**src/rtl/intr_ctrl_if.sv**
```systemverilog
// -----------------------------------------------------------------------------
// intr_ctrl_if
// Data-memory IO bus as seen by the interrupt controller register block.
//   addr   32  byte address of the access
//   wdata  32  write data
//   we      1  write strobe (one cycle per write)
//   rd      1  read strobe (data returned registered, one cycle later)
//   rdata  32  registered read data from the slave
// master: the CPU/bus side. slave: the interrupt controller.
// -----------------------------------------------------------------------------
interface intr_ctrl_if;
    logic [31:0] addr;
    logic [31:0] wdata;
    logic        we;
    logic        rd;
    logic [31:0] rdata;

    modport master (
        output addr,
        output wdata,
        output we,
        output rd,
        input  rdata
    );

    modport slave (
        input  addr,
        input  wdata,
        input  we,
        input  rd,
        output rdata
    );
endinterface

```
**src/rtl/intr_ctrl.sv**
```systemverilog
// -----------------------------------------------------------------------------
// intr_ctrl
// Interrupt responder for the multicycle OTTER control unit. External request
// lines are synchronised, turned into pending bits, masked and prioritised
// (lowest index wins). A single registered intr line is raised towards the CU;
// the int_taken / mret_exec pulses walk a three-state handshake
// (IDLE -> ASSERT -> ACTIVE -> IDLE).
//
// Register block at IO_BASE (word offsets):
//   +0  MASK   RW  [N_SRC-1:0]
//   +4  PEND   RO, write-1-to-clear
//   +8  CAUSE  RO  {valid [31], id [3:0]}
//   any other address reads 0, writes are ignored; unused upper bits read 0.
//
// Ports:
//   clk           system clock
//   RST           synchronous, active-high reset
//   i_src         asynchronous request lines from peripherals
//   i_int_taken   one-cycle pulse from the CU in its interrupt state
//   i_mret_exec   one-cycle pulse from the CU when mret executes
//   bus           IO bus slave (addr, wdata, we, rd, registered rdata)
//   o_intr        interrupt request to the CU (MIE gating is done in the CU)
//   o_isr_active  high while an interrupt service routine is in progress
//
// Configuration macro INTR_LEVEL_MODE_EN:
//   defined   - level mode: pending mirrors the synchronised request lines,
//               W1C and claim-clear have no effect.
//   undefined - edge mode (default): rising edges latch pending bits.
// -----------------------------------------------------------------------------
module intr_ctrl #(
    parameter int          N_SRC   = 8,
    parameter logic [31:0] IO_BASE = 32'h1100_0100
) (
    input  logic             clk,
    input  logic             RST,
    input  logic [N_SRC-1:0] i_src,
    input  logic             i_int_taken,
    input  logic             i_mret_exec,
    intr_ctrl_if.slave       bus,
    output logic             o_intr,
    output logic             o_isr_active
);

    typedef enum logic [1:0] {
        ST_IDLE   = 2'd0,
        ST_ASSERT = 2'd1,
        ST_ACTIVE = 2'd2
    } state_t;

    // Lowest set index of a request vector; 0 when the vector is empty.
    function automatic logic [3:0] f_lowest_set(input logic [N_SRC-1:0] v);
        logic [3:0] idx;
        idx = 4'd0;
        for (int i = N_SRC - 1; i >= 0; i--) begin
            idx = v[i] ? 4'(i) : idx;
        end
        return idx;
    endfunction

    // ---------------------------------------------------------------- signals
    logic [N_SRC-1:0] r_sync1;
    logic [N_SRC-1:0] r_sync2;
    logic [N_SRC-1:0] w_pending;
    logic [N_SRC-1:0] r_mask;
    logic [N_SRC-1:0] w_req;
    logic             w_any_req;
    logic [3:0]       w_winner;
    logic             w_claim;
    logic             w_mret;
    logic             r_cause_valid;
    logic [3:0]       r_cause_id;
    logic             w_sel_mask;
    logic             w_sel_pend;
    logic             w_sel_cause;
    logic [31:0]      w_rd_val;
    logic [31:0]      r_rdata;
    state_t           r_state;
    state_t           w_state_nxt;
    logic             r_intr;
    logic             r_isr_active;
    logic             w_unused_bits;

`ifndef INTR_LEVEL_MODE_EN
    logic [N_SRC-1:0] r_sync3;
    logic [N_SRC-1:0] r_pending;
    logic [N_SRC-1:0] w_edge;
    logic [N_SRC-1:0] w_clr_vec;
    logic [N_SRC-1:0] w_claim_vec;
`endif

    // ------------------------------------------------------- address decode
    assign w_sel_mask  = (bus.addr == IO_BASE);
    assign w_sel_pend  = (bus.addr == (IO_BASE + 32'd4));
    assign w_sel_cause = (bus.addr == (IO_BASE + 32'd8));

    // Upper write-data bits have no destination in this block.
    assign w_unused_bits = ^bus.wdata;

    // Two-flop synchroniser for the asynchronous request lines.
    always_ff @(posedge clk) begin
        if (RST) begin
            r_sync1 <= {N_SRC{1'b0}};
            r_sync2 <= {N_SRC{1'b0}};
        end else begin
            r_sync1 <= i_src;
            r_sync2 <= r_sync1;
        end
    end

`ifndef INTR_LEVEL_MODE_EN
    // Third flop: previous synchronised value for rising-edge detection.
    always_ff @(posedge clk) begin
        if (RST) begin
            r_sync3 <= {N_SRC{1'b0}};
        end else begin
            r_sync3 <= r_sync2;
        end
    end

    assign w_edge      = r_sync2 & ~r_sync3;
    assign w_clr_vec   = (bus.we && w_sel_pend) ? bus.wdata[N_SRC-1:0] : {N_SRC{1'b0}};
    assign w_claim_vec = w_claim ? (N_SRC'(1) << w_winner) : {N_SRC{1'b0}};

    // Pending latch: a new edge overrides a same-cycle W1C or claim clear.
    always_ff @(posedge clk) begin
        if (RST) begin
            r_pending <= {N_SRC{1'b0}};
        end else begin
            r_pending <= (r_pending & ~w_clr_vec & ~w_claim_vec) | w_edge;
        end
    end

    assign w_pending = r_pending;
`else
    // Level mode: pending is simply the synchronised line.
    assign w_pending = r_sync2;
`endif

    // ------------------------------------------------------- arbitration
    // r_mask is the pre-write value, so a claim coinciding with a MASK write
    // arbitrates with the old mask.
    assign w_req     = w_pending & r_mask;
    assign w_any_req = |w_req;
    assign w_winner  = f_lowest_set(w_req);
    assign w_mret    = (r_state == ST_ACTIVE) && i_mret_exec;

    // MASK register write.
    always_ff @(posedge clk) begin
        if (RST) begin
            r_mask <= {N_SRC{1'b0}};
        end else if (bus.we && w_sel_mask) begin
            r_mask <= bus.wdata[N_SRC-1:0];
        end else begin
            r_mask <= r_mask;
        end
    end

    // CAUSE register: loaded on a claim, cleared when the ISR returns.
    always_ff @(posedge clk) begin
        if (RST) begin
            r_cause_valid <= 1'b0;
            r_cause_id    <= 4'd0;
        end else if (w_claim) begin
            r_cause_valid <= 1'b1;
            r_cause_id    <= w_winner;
        end else if (w_mret) begin
            r_cause_valid <= 1'b0;
            r_cause_id    <= 4'd0;
        end else begin
            r_cause_valid <= r_cause_valid;
            r_cause_id    <= r_cause_id;
        end
    end

    // Read mux for the register block.
    always_comb begin
        w_rd_val = 32'd0;
        if (w_sel_mask) begin
            w_rd_val = 32'(r_mask);
        end else if (w_sel_pend) begin
            w_rd_val = 32'(w_pending);
        end else if (w_sel_cause) begin
            w_rd_val = {r_cause_valid, 27'd0, r_cause_id};
        end else begin
            w_rd_val = 32'd0;
        end
    end

    // Registered read data: updates only on a read strobe.
    always_ff @(posedge clk) begin
        if (RST) begin
            r_rdata <= 32'd0;
        end else if (bus.rd) begin
            r_rdata <= w_rd_val;
        end else begin
            r_rdata <= r_rdata;
        end
    end

    assign bus.rdata = r_rdata;

    // Handshake FSM next-state. int_taken outside ASSERT and mret_exec
    // outside ACTIVE fall through to "stay". A take with nothing left to
    // claim still enters ACTIVE because the CU has already vectored.
    always_comb begin
        w_state_nxt = r_state;
        w_claim     = 1'b0;
        case (r_state)
            ST_IDLE: begin
                if (w_any_req) begin
                    w_state_nxt = ST_ASSERT;
                end else begin
                    w_state_nxt = ST_IDLE;
                end
            end
            ST_ASSERT: begin
                if (i_int_taken) begin
                    w_state_nxt = ST_ACTIVE;
                    w_claim     = w_any_req;
                end else if (!w_any_req) begin
                    w_state_nxt = ST_IDLE;
                end else begin
                    w_state_nxt = ST_ASSERT;
                end
            end
            ST_ACTIVE: begin
                if (i_mret_exec) begin
                    w_state_nxt = ST_IDLE;
                end else begin
                    w_state_nxt = ST_ACTIVE;
                end
            end
            default: begin
                w_state_nxt = ST_IDLE;
            end
        endcase
    end

    // State register with registered output decodes (glitch-free intr).
    always_ff @(posedge clk) begin
        if (RST) begin
            r_state      <= ST_IDLE;
            r_intr       <= 1'b0;
            r_isr_active <= 1'b0;
        end else begin
            r_state      <= w_state_nxt;
            r_intr       <= (w_state_nxt == ST_ASSERT);
            r_isr_active <= (w_state_nxt == ST_ACTIVE);
        end
    end

    assign o_intr       = r_intr;
    assign o_isr_active = r_isr_active;

endmodule

```
**src/flat_wrapper.sv**
```systemverilog
// flat-port wrapper written by rule: the top's interface ports become plain ports
module intr_ctrl_flat 
#(
    parameter int          N_SRC   = 8,
    parameter logic [31:0] IO_BASE = 32'h1100_0100
)
  (clk, RST, i_src, i_int_taken, i_mret_exec, o_intr, o_isr_active, bus_addr, bus_wdata, bus_we, bus_rd, bus_rdata);
  intr_ctrl_if bus_i ();
  input  logic clk;
  input  logic RST;
  input  logic [N_SRC-1:0] i_src;
  input  logic i_int_taken;
  input  logic i_mret_exec;
  output logic o_intr;
  output logic o_isr_active;
  input wire logic [$bits(bus_i.addr)-1:0] bus_addr;
  input wire logic [$bits(bus_i.wdata)-1:0] bus_wdata;
  input wire logic [$bits(bus_i.we)-1:0] bus_we;
  input wire logic [$bits(bus_i.rd)-1:0] bus_rd;
  output wire logic [$bits(bus_i.rdata)-1:0] bus_rdata;
  assign bus_i.addr = bus_addr;
  assign bus_i.wdata = bus_wdata;
  assign bus_i.we = bus_we;
  assign bus_i.rd = bus_rd;
  assign bus_rdata = bus_i.rdata;
  intr_ctrl #(.N_SRC(N_SRC), .IO_BASE(IO_BASE)) u_core (.clk(clk), .RST(RST), .i_src(i_src), .i_int_taken(i_int_taken), .i_mret_exec(i_mret_exec), .bus(bus_i), .o_intr(o_intr), .o_isr_active(o_isr_active));
endmodule
```
**config.mk**
```make
export PLATFORM = sky130hd
export DESIGN_NAME = intr_ctrl_flat
export DESIGN_NICKNAME = d
export VERILOG_FILES = /design/src/rtl/intr_ctrl_if.sv /design/src/rtl/intr_ctrl.sv /design/src/flat_wrapper.sv
export SDC_FILE = /design/constraint.sdc
export NUM_CORES = 1
export LEC_CHECK = 0
export CAP_MARGIN = 15
export CORE_MARGIN = 10
export CORE_UTILIZATION = 28
export DETAILED_ROUTE_END_ITERATION = 10
export DONT_BUFFER_PORTS = 1
export GPL_ROUTABILITY_DRIVEN = 0
export PLACE_DENSITY = 0.44
export SYNTH_ARGS = -nofsm -noshare
export SYNTH_HDL_FRONTEND = slang
export SYNTH_SLANG_ARGS = --single-unit
```
**constraint.sdc**
```tcl
create_clock -name clk -period 2.25 [get_ports clk]
set_clock_uncertainty 0.2 [all_clocks]
set_input_delay 0.45 -clock clk [delete_from_list [all_inputs] [get_ports clk]]
set_output_delay 0.45 -clock clk [all_outputs]
set_load 0.005 [all_outputs]
```
---- After elaboration in Yosys (flattened, before gate mapping) ----
Cells that the tools add are included.
W data, S select, Z words.
word-level totals
  bits in registers ....................... 81
  bits in latches ......................... 0
  RAM bits ................................ 0
  memory bits (read-only) ................. 0
  bits of input ports ..................... 78
  logic and storage cells ................. 56
  memories kept ........................... 0
cells by class
  add/sub/neg operators ................... 0
  multiply operators ...................... 0
  div/mod/pow operators ................... 0
  order comparisons ....................... 0
  eq/ne operators ......................... 7
  shifts and indexed selects .............. 1
  muxes and demuxes ....................... 23
  bitwise gates (word level) .............. 8
  reductions and logical operators ........ 6
operators by type and width
  cell                    count
  $eq A32 B29 Y1 const B  3
  $mux W32                3
  $mux W4                 9
  $and A8 B8 Y8           4
  $not A8 Y8              3
  $mux W8                 2
  $or A8 B8 Y8            1
  $reduce_or A8 Y1        1
  $shl A1 B4 Y8 const A   1
  $pmux W2 S3             1
  $mux W1                 5
  $eq A2 B1 Y1 const B    2
  $eq A2 B2 Y1 const B    2
  $mux W2                 2
  $logic_and A1 B1 Y1     3
  $mux W3                 1
  $logic_not A2 Y1        1
  $reduce_bool A2 Y1      1

---- Depth between registers and ports, before layout ----
  depth in word-level cells ............... 14
  mapped depth ............................ 6

---- Worst setup path after synthesis ----
No wires, ideal clock.
  kind .................................... input -> register
  start point ............................. input bus_addr[1]
  end point ............................... register u_core.r_mask[0]
  library setup time ...................... 0.128 ns
  arrival time ............................ 1.794 ns
  required time ........................... 1.922 ns
  setup slack ............................. 0.128 ns
  stages on the path ...................... 5
  path through ............................ nor4_1 nand4_1 nor4_4 mux2i_1 nor2_1
on the way
  longest elaborated chain between the ends .. 2
RTL lines
  what                  line                source
  start, declared       flat_wrapper.sv:16  input wire logic [$bits(bus_i.addr)-1:0] bus_addr;
  $eq A32 B29 Y1        intr_ctrl.sv:92     assign w_sel_mask = (bus.addr == IO_BASE);
  $logic_and A1 B1 Y1   intr_ctrl.sv:151    end else if (bus.we && w_sel_mask) begin
  end signal, assigned  intr_ctrl.sv:150    r_mask <= {N_SRC{1'b0}};
  end signal, assigned  intr_ctrl.sv:152    r_mask <= bus.wdata[N_SRC-1:0];
  end signal, assigned  intr_ctrl.sv:154    r_mask <= r_mask;
  end, declared         intr_ctrl.sv:64     logic [N_SRC-1:0] r_mask;
No other way between the ends.
A chain may end at the register's enable or synchronous reset.

---- Final worst setup path ----
  start point ............................. register u_core.r_pending[1]
  end point ............................... register u_core.r_pending[7]
on the way
  longest elaborated chain between the ends .. 8
RTL lines
  what                                                line                                source
  start, declared                                     intr_ctrl.sv:85                     logic [N_SRC-1:0] r_pending;
  start signal, assigned                              intr_ctrl.sv:127                    r_pending <= {N_SRC{1'b0}};
  start signal, assigned                              intr_ctrl.sv:129                    r_pending <= (r_pending & ~w_clr_vec & ~w_claim_vec) | w_edge;
  $and A8 B8 Y8 (*)                                   intr_ctrl.sv:142                    assign w_req = w_pending & r_mask;
  $reduce_or A8 Y1 / $mux W4 (equally long branches)  intr_ctrl.sv:143, intr_ctrl.sv:55
  $mux W1 / $mux W4 (equally long branches)           intr_ctrl.sv:217, intr_ctrl.sv:55
  $mux W1 / $shl A1 B4 Y8 (equally long branches)     intr_ctrl.sv:208, intr_ctrl.sv:122
  $mux W8 (*)                                         intr_ctrl.sv:122                    assign w_claim_vec = w_claim ? (N_SRC'(1) << w_winner) : {N_SRC{1'b0}};
  $not A8 Y8 (*)                                      intr_ctrl.sv:129
  $and A8 B8 Y8 (*)                                   intr_ctrl.sv:129
  $or A8 B8 Y8 (*)                                    intr_ctrl.sv:129
Mark *: on every way between the ends. The rest lies on a longest branch, timed or not.

==> metrics.md <==
| Metric | Value |
|---|---|
| Outcome | finished clean |
| Stages on worst setup path | 5 |
| Max_cap viols | 0 |
| Synth warn | 0 |
| Highest-count cells in the layout ignoring fill and taps | dfxtp_1, nor2b_1, nand2_1, conb_1, nor2_1 |
| Vias per cell | 4.59 |
| Mapped cell area | 0.00248 mm^2 |
| Worst Hold Class | input port to register |
| Syn Area/Cell | 9.39 um^2 |
| CTS tree | yes |
| CP Max Fanout | 5 |
| Synth unique cells | 33 |
| Startpoint Class | register |
| Period utilization | 83.8% |
| Cell area after layout | 0.00274 mm^2 |
| Synth Register Bits | 57 |
| PortBufs | 0 |
| Main synth FF type | dfxtp_1 |
| Final hold violation count | 0 |
| Clock sinks | 57 |
| Placed cell areas | 0.00254 mm^2 |
| IO Count | 112 |
| Fillers | 938 |
| Bufs and invs on worst path | 0 |
| Async set-reset flop share out of synthesis | 0% |
| Initial antenna violation count | 0 |
| Reg2reg setup slack | 0.36 ns |
| RSZ-0062 raised after global routing | no |
| Grt ovf | 0 |
| Hold Path Stages | 1 |
| Core Region | 0.00868 mm^2 |
| Die area | 0.0130 mm^2 |
| Critical path class | register to register |
| Multi-input logic area | 0.00121 mm^2 |
| Number of global-route vias before repair | 1754 |
| H-tree depth | 3 |
| Slowest CP cell | or3_1 |
| Maximum vdd drop | 305 uV |
| Total Routing Usage GR | 8.98% |
| Post CTS Setup Buffer Count | 0 |
| CP delay by family, top | simple AND/OR/NAND/NOR gates |
| Cell count after synthesis | 264 |
| Worst skew pair latency | 0.34 ns |
| Clk root buf | clkbuf_8 |
| Max Freq | 530 MHz |
| Leak pwr | 1.01 nW |
| FP Rows | 34 |
| Initial Utilization | 28.6% |
| Drt initial violations | 64 |
| Slew Viols, Final | 0 |
| Area Growth Syn to Fin | 10.6% |
| CTS clock-pin slew for the worst setup and hold paths | 0.08 ns |
| DRT antenna net count | 0 |
| Residual DRC | 0 |
| Cts repair resizes | 0 |
| Final #Nets | 350 |
| Chip height | 114 um |
| Setup Viol. Count Final | 0 |
| CP peak stage delay | 0.44 ns |
| FF/Latch Area | 0.00114 mm^2 |
| Commonest non-fill, non-tap cell in the layout | dfxtp_1 |
| Element type at the critical path end | register |
| Minimum clock period | 1.89 ns |
| CTS Buffer Depth | 2 |
| Setup Total Neg Slack | 0 ns |
| Routed wire length | 5.85 mm |
| CP Data Arrival Time | 1.92 ns |
| R2R depth | 5 |
| Share of layout cells above drive strength 1 | 11.6% |
| Cts bufs inserted | 9 |
| Required @ worst endpoint | 2.28 ns |
| DR vias | 1766 |
| Post-synthesis sequential area ratio | 46.0% |
| ANT cells | 0 |
| Pre-antenna DRT Iters | 4 |
| Drt wl/cell | 15.2 um |
| Post-synth EDFFs | 0 |
| Pwr/cell area | 719 mW/mm^2 |
| Detailed placement HPWL | 4.40 mm |
| First-pass GRT wire length | 9.27 mm |
| Largest net degree at the start of global routing | 50 |
| Critical-path cell list | a22o_1, or3_1, nor2_1, nand2_1, a41o_1 |
| Die X | 114 um |
## registers in the layout, summed over array words and instances (netlist names)
name	cells
u_core.r_cause_id	3
u_core.r_cause_valid	1
u_core.r_sync3	8
u_core.r_pending	8
u_core.r_sync2	8
u_core.o_isr_active	1
u_core.bus.rdata	9
u_core.o_intr	1
u_core.r_mask	8
u_core.r_sync1	8
u_core.r_state	2
## final timing paths
check,startpoint,to
worst max-delay path,u_core.r_pending[1],u_core.r_pending[7]
worst min-delay path,i_src[0],u_core.r_sync1[0]
worst max register to register,u_core.r_pending[1],u_core.r_pending[7]
worst min register to register,u_core.r_sync1[3],u_core.r_sync2[3]
## repair_timing
item | 4_1_cts | 5_1_grt
setup endpoints to repair | 0 | 0
hold endpoints to repair | 49 | 0
hold buffers | 1 | 0
## kinds of logic after synthesis
kind of cell	count (synthesis)	share of synthesized area, %
AND/OR/NAND/NOR	117	27.5
flip-flops	57	46.0
AO/OA/AOI/OAI	39	10.9
buffers and inverters	34	8.63
multiplexers	16	6.71
other	1	0.151
## metal layers
layer	up-vias	global-route usage (%)	part of all wire, %
met4	0	3.84	1.9
li1	898	-	-
met2	83	12.9	43
met5	-	0	0
met3	9	5.45	11
met1	776	10.5	43
## metrics by stage
| stage | worst slack, ns | power, W | utilization [%] | hold WS, ns | std cells |
|---|---|---|---|---|---|
| 2_1_floorplan | 0.128 | 0.00116 | - | 0.214 | 286 |
| 3_3_place_gp | 0.125 | 0.00112 | 29.3 | 0.218 | 368 |
| 4_1_cts | 0.384 | 0.00201 | 31.6 | 0.0151 | 385 |
| 5_1_grt | 0.291 | 0.00208 | 31.6 | 0.0234 | 385 |
| 6_report | 0.365 | 0.00197 | 31.6 | 0.0304 | 385 |
| 3_5_place_dp | 0.114 | 0.00112 | 29.3 | 0.221 | 368 |
## cell type report
class	count	area share, %
Multi-Input combinational cell	195	44.0
Sequential cell	57	41.6
Tap cell	108	4.93
Clock buffer	9	4.52
Timing Repair Buffer	6	2.55
Clock inverter	7	1.96
Inverter	3	0.411
## synthesized netlist by cell type (6+ instances only)
library cell | number | share of area (%)
buf_4 | 23 | 7.0
nor2_1 | 18 | 2.7
mux2i_1 | 11 | 4.4
nor2b_1 | 32 | 8.1
nand2_1 | 24 | 3.6
nand2b_1 | 12 | 3.0
dfxtp_1 | 57 | 46
a41o_1 | 7 | 2.8
nand3_1 | 6 | 1.2
clkbuf_1 | 7 | 1.1
a21oi_1 | 16 | 3.2
## where the power goes
part           switching [W]  internal, W
registers          0.0000125      0.00103
logic              0.0000388    0.0000343
clock network       0.000447     0.000405
Note: power is estimated with default switching activity, not from simulation.
